[config.mk]
export PLATFORM = sky130hd
export DESIGN_NAME = pipe_pe_ui_addsub
export DESIGN_NICKNAME = d
export VERILOG_FILES = /design/src/rtl/pipe_pe_ui_addsub.sv
export SDC_FILE = /design/constraint.sdc
export NUM_CORES = 1
export LEC_CHECK = 0
export ABC_CLOCK_PERIOD_IN_PS = 15600
export CORE_MARGIN = 5
export CORE_UTILIZATION = 39
export DETAILED_ROUTE_END_ITERATION = 10
export PLACE_DENSITY = 0.71
export SYNTH_ARGS = -nofsm -noshare
export SYNTH_HDL_FRONTEND = slang
export SYNTH_SLANG_ARGS = --single-unit
[constraint.sdc]
create_clock -name clk -period 15.6 [get_ports clk]
set_input_delay 3.12 -clock clk [delete_from_list [all_inputs] [get_ports clk]]
set_output_delay 3.12 -clock clk [all_outputs]
set_load 0.05 [all_outputs]
[src/rtl/pipe_pe_ui_addsub.sv]
// rtl/pipe_pe_ui_addsub.sv - elastic multi-lane unsigned add/subtract pipeline PE
// Stage 0 captures {mode,in1,in2}; the arithmetic sits between stage 0 and
// stage 1, later stages only delay the result. With STAGES=1 the result is
// driven combinationally from the stage-0 registers.
module pipe_pe_ui_addsub #(
    parameter int N      = 64,
    parameter int LANES  = 1,
    parameter int STAGES = 2,
    parameter int SAT    = 0
) (
    input  logic                 clk,
    input  logic                 rst,
    input  logic                 trigger,
    output logic                 cts,
    input  logic                 mode,
    input  logic [LANES*N-1:0]   in1,
    input  logic [LANES*N-1:0]   in2,
    output logic [LANES*N-1:0]   out,
    output logic [LANES-1:0]     ovf,
    output logic                 out_valid,
    input  logic                 out_ready
);

    logic [STAGES-1:0]  v;
    logic [STAGES-1:0]  vprev;
    logic [STAGES-1:0]  adv;
    logic               mode_q;
    logic [LANES*N-1:0] a_q;
    logic [LANES*N-1:0] b_q;
    logic [LANES*N-1:0] res_c;
    logic [LANES-1:0]   ovf_c;

    // A stage may advance when it is empty or when every stage after it can
    // advance; expressed as "some stage from here down is empty" to keep the
    // chain free of a combinational self-reference.
    always_comb begin
        logic full;
        adv  = '0;
        full = 1'b1;
        for (int i = 0; i < STAGES; i++) begin
            full = 1'b1;
            for (int j = i; j < STAGES; j++) begin
                full = full & v[j];
            end
            adv[i] = out_ready | ~full;
        end
    end

    // Valid bit feeding each stage: the input handshake for stage 0.
    always_comb begin
        vprev    = '0;
        vprev[0] = trigger;
        for (int i = 1; i < STAGES; i++) begin
            vprev[i] = v[i-1];
        end
    end

    assign cts       = adv[0];
    assign out_valid = v[STAGES-1];

    // Valid bits move forward on advance and hold otherwise.
    always_ff @(posedge clk or posedge rst) begin
        if (rst) begin
            v <= '0;
        end else begin
            for (int i = 0; i < STAGES; i++) begin
                if (adv[i]) begin
                    v[i] <= vprev[i];
                end
            end
        end
    end

    // Stage 0 operand capture; only an accepted transaction overwrites it.
    always_ff @(posedge clk or posedge rst) begin
        if (rst) begin
            mode_q <= 1'b0;
            a_q    <= '0;
            b_q    <= '0;
        end else if (adv[0] && trigger) begin
            mode_q <= mode;
            a_q    <= in1;
            b_q    <= in2;
        end
    end

    // Per-lane N+1 bit add/subtract with optional saturation on carry/borrow.
    always_comb begin
        logic [N:0]   sum;
        logic [N:0]   dif;
        logic [N-1:0] r;
        logic         c;
        res_c = '0;
        ovf_c = '0;
        sum   = '0;
        dif   = '0;
        r     = '0;
        c     = 1'b0;
        for (int k = 0; k < LANES; k++) begin
            sum = {1'b0, a_q[k*N +: N]} + {1'b0, b_q[k*N +: N]};
            dif = {1'b0, a_q[k*N +: N]} - {1'b0, b_q[k*N +: N]};
            r   = mode_q ? dif[N-1:0] : sum[N-1:0];
            c   = mode_q ? dif[N] : sum[N];
            if (SAT != 0 && c) begin
                r = mode_q ? '0 : '1;
            end
            res_c[k*N +: N] = r;
            ovf_c[k]        = c;
        end
    end

    if (STAGES > 1) begin : g_pipe
        logic [LANES*N-1:0] res_q [1:STAGES-1];
        logic [LANES-1:0]   ovf_q [1:STAGES-1];

        // Result stages: stage 1 takes the arithmetic, later ones shift.
        always_ff @(posedge clk or posedge rst) begin
            if (rst) begin
                for (int k = 1; k < STAGES; k++) begin
                    res_q[k] <= '0;
                    ovf_q[k] <= '0;
                end
            end else begin
                if (adv[1] && v[0]) begin
                    res_q[1] <= res_c;
                    ovf_q[1] <= ovf_c;
                end
                for (int k = 2; k < STAGES; k++) begin
                    if (adv[k] && v[k-1]) begin
                        res_q[k] <= res_q[k-1];
                        ovf_q[k] <= ovf_q[k-1];
                    end
                end
            end
        end

        assign out = res_q[STAGES-1];
        assign ovf = ovf_q[STAGES-1];
    end else begin : g_comb
        assign out = res_c;
        assign ovf = ovf_c;
    end

endmodule
* Word-level counts from Yosys, hierarchy flattened
Cells that the tools add are included.
** Storage, ports and cells
- Flip-flop bits (word level) :: 196
- Input port bits :: 133
- Output and inout bits :: 67
- Logic and storage cells :: 18
** Operators by class
- Add/sub/neg operators :: 2
- Muxes and demuxes :: 2
- Bitwise logic cells :: 5
- Reductions and logical operators :: 2
** Operators with widths (count)
- $add A64 B64 Y65 :: 1
- $sub A64 B64 Y65 :: 1
- $mux W64 :: 1
- $logic_and A1 B1 Y1 :: 2
- $not A1 Y1 :: 2
- $or A1 B1 Y1 :: 2
- $and A1 B1 Y1 :: 1
- $mux W1 :: 1

* Logic depth before layout (Yosys ltp)
- Depth after elaboration :: 4
- Gate-level depth with buffers :: 14
- Depth with buffers taken out :: 14

* Least setup slack after synthesis
No wires, ideal clock.
- Path type :: input to output
- Start :: in out_ready
- End :: out cts
- Arrival time :: 3.609 ns
- Required time :: 12.480 ns
- Setup slack :: 8.871 ns
- Cell stages on the path :: 1
- Path buffers :: 0
- Cells stage by stage :: nand3b_1
** On the way
- Word-level cells in the longest chain between the ends :: 1
** RTL lines
- from (decl) :: RTL line 21 : input logic out_ready
- $or A1 B1 Y1 :: RTL line 45 : adv[i] = out_ready | ~full;
- to (decl) :: RTL line 14 : output logic cts,
Every way passes these cells.

* Final worst setup path
Ends and elaborated chain as after synthesis.

==> flow_summary.toml <==
[outcome]
outcome = "complete, no violations"

[clock_network]
cts.repair.resized = 0
holdBufCountCts = 0
clk_pin_slew_worst_paths_ns = 0.07
clockBufferDepth = 2
post_cts_buffers = 0
h-tree-depth = 4
cts.sinks = 196
root_buffer = "clkbuf_16"
numCtsBuffers = 17
cts_tree = "yes"
clk_latency_ns = 0.47

[placement]
gp_congestion = 0.985
dp.final_hpwl_um = 37100
pre_cts_ws_ns = 7.86
numPortBuffers = 199

[floorplanning]
start_util_pct = 39.3
placeableCoreArea_mm2 = 0.0386
dieHeight_um = 207
ios = 200
die_w_um = 207
rows = 72
die_area_mm2 = 0.0430

[global_routing]
overflow = 0
grt_pass1_vias = 14000
grt_usage_pct = 21.5
grt_first_pass_wirelength_um = 76100
antenna_found_initial = 0
grt_max_degree = 69

[layout]
drive_gt1_share_pct = 10.5
layout-area-overhead-vs-synth_pct = 19.3
fill_cells = 3666
nets = 2173
antenna_cells = 0
finalCoreUtilization_pct = 47.0

[critical_path]
end_kind = "output port"
cp.required_ns = 12.48
startpoint_type = "primary input"
arrival_ns = 4.63
crit_type = "primary input to output port"
cp_max_fo = 3
worst_r2r_path_depth = 13

[synth]
synth_compound_area_share_pct = 22.8
yosys.area_share.simple_pct = 15.0
yosys_warnings = 0
synthCells = 1776
synthMuxAreaShare_pct = 10.0
synth_area_mm2 = 0.0152
async_flop_share_pct = 100
synth_top_area_share_pct = 32.3
synth_xor_area_share_pct = 3.34
synth_area_leaders = "dfrtp_1, ha_1, mux2_2, a21oi_1, o21ai_0"
ys_ff_latch = 196
synthDistinctLibCells = 85
synth_edf_count = 0
synth.avg_cell_area_um2 = 8.56
synth_seq_area_share_pct = 32.3
yosys.area_share.adder_pct = 10.8
syn_nets = 2039
yosys_most_used_dff = "dfrtp_1"
synth.largest_area_cell = "dfrtp_1"
synth_top_family_by_area = "compound AO/OA/AOI/OAI gates"

[power_and_ir_drop]
pwr-share-comb_pct = 57.7
seq_power_share_pct = 26.1
switching_share_pct = 48.7
leakagePower_uw = 0.00760
internal_power_uw = 1440
power.ir.vdd_worst_uv = 95.3
cellPowerDensity_mw_per_mm2 = 155
power_frac_clock_pct = 16.2
netSwitchingPower_uw = 1370

[sta]
worst_pin_slew_ns = 0.912
setup_violations = 0
relSlewSlack_pct = 38.7
layout_min_cycle_time_ns = 7.75
maxSlewViolCount = 0
setup_slack_ns = 7.85
finalClockSkew_ns = 0.0219
rsz0062_at_grt = "false"
hold_viol = 0
fmax_mhz = 129
setup-tns-final_ns = 0
fin_crit_sh_pct = 49.7

[route]
drc = 0
ant_nets = 0
num_vias = 13900
drt-total-wl_um = 47600
wl_per_cell_um = 19.5
vias_per_cell = 5.68
first_pass_iters = 8
drt_iter0_drc = 1110

[worst_hold_path]
hold_path_depth = 2
hold_class = "flip-flop to flip-flop"

[run]
maxCapViolCount = 0
area by class of cell:
type | instances | area [um2] | area share, %
Tap cell | 518 | 648 | 3.57
Multi-Input combinational cell | 1354 | 9440 | 52.0
Sequential cell | 196 | 4910 | 27.0
Timing Repair Buffer | 206 | 2040 | 11.3
Clock buffer | 19 | 453 | 2.50
Clock inverter | 13 | 140 | 0.772
Inverter | 135 | 514 | 2.83
cell usage after synthesis, types with 11 or more instances:
master and count:
inv_1 131, nand2b_1 16, nand3_1 27, nand2_1 158
nor4_1 27, a31oi_1 14, mux2_2 131, o21bai_1 36
nor2_1 121, xnor2_1 54, o31ai_1 20, a21o_1 20
nor2b_1 23, dfrtp_1 196, nand4_1 23, ha_1 128
o21ai_0 135, a211oi_1 11, nor3_1 43, o211ai_1 18
clkbuf_1 74, a21oi_1 185
sequential cells by signal (all words and copies together) (netlist names):
signal / flops
v: 2
a_q: 64
ovf: 1
out: 64
mode_q: 1
b_q: 64
kinds of logic after synthesis:
group	Yosys count
AND/OR/NAND/NOR	482
flip-flops	196
XOR/XNOR	58
AO/OA/AOI/OAI	548
adder cells (fa/ha/maj)	130
buffers and inverters	226
multiplexers	136
layout by cell type, fill, tap and decap left out, types with 8 or more instances in the layout:
cell type,Yosys,layout
o211ai_1,18,18
xnor2_1,54,54
o21a_1,10,10
nor4_1,27,27
inv_1,131,130
o21ai_0,135,135
a211oi_1,11,11
nand4_1,23,23
nor2_1,121,121
clkbuf_16,0,17
mux2_2,131,131
dfrtp_1,196,195
a31oi_1,14,14
or3_1,10,10
clkdlybuf4s50_1,0,199
nand3_1,27,27
nand2_1,158,156
nand2b_1,16,16
nor3_1,43,43
a21oi_1,185,185
o21bai_1,36,36
nor2b_1,23,23
ha_1,128,128
o311ai_0,8,8
o31ai_1,20,20
a21o_1,20,20
per-layer routing:
metal  share of wire [%]  routed length [um]  global-route usage, %
met5                   0                   0                      0
met2                  46               21700                   34.5
met3                 5.1                2450                   2.81
met4                 2.6                1240                   7.14
met1                  47               22200                   30.3
power groups by stage:
stage               sequential [uW]  clock, uW  combinational, uW
finish                          734        457               1620
global route                    752        492               1740
global placement                740          0               1590
floorplan                      1010          0                835
detailed placement              747          0               1600
CTS                             737        472               1610
critical path, stage by stage:
cell,delay [ns]
clkdlybuf4s50_1,0.47
nand3b_1,0.20
clkdlybuf4s50_1,0.84
path summary, 6_finish.rpt:
check / start / endpoint / slack (ns)
max: out_ready / cts / 7.85
min: out[50] / out[50] / 0.48
max reg2reg: a_q[0] / out[42] / 10.97
min reg2reg: out[50] / out[50] / 0.48
max in group asynchronous: rst / a_q[55] / 11.25
min in group asynchronous: rst / b_q[18] / 3.09
metrics by stage:
| step | total power [uW] | hold slack [ns] | instance area, um2 | instances |
|---|---|---|---|---|
| floorplan | 1840 | 0.471 | 15200 | 1776 |
| global placement | 2330 | 0.464 | 17600 | 2409 |
| detailed placement | 2350 | 0.470 | 17600 | 2409 |
| CTS | 2820 | 0.487 | 18100 | 2441 |
| global route | 2980 | 0.512 | 18100 | 2441 |
| finish | 2810 | 0.482 | 18100 | 2441 |
Note: power is estimated with default switching activity, not from simulation.
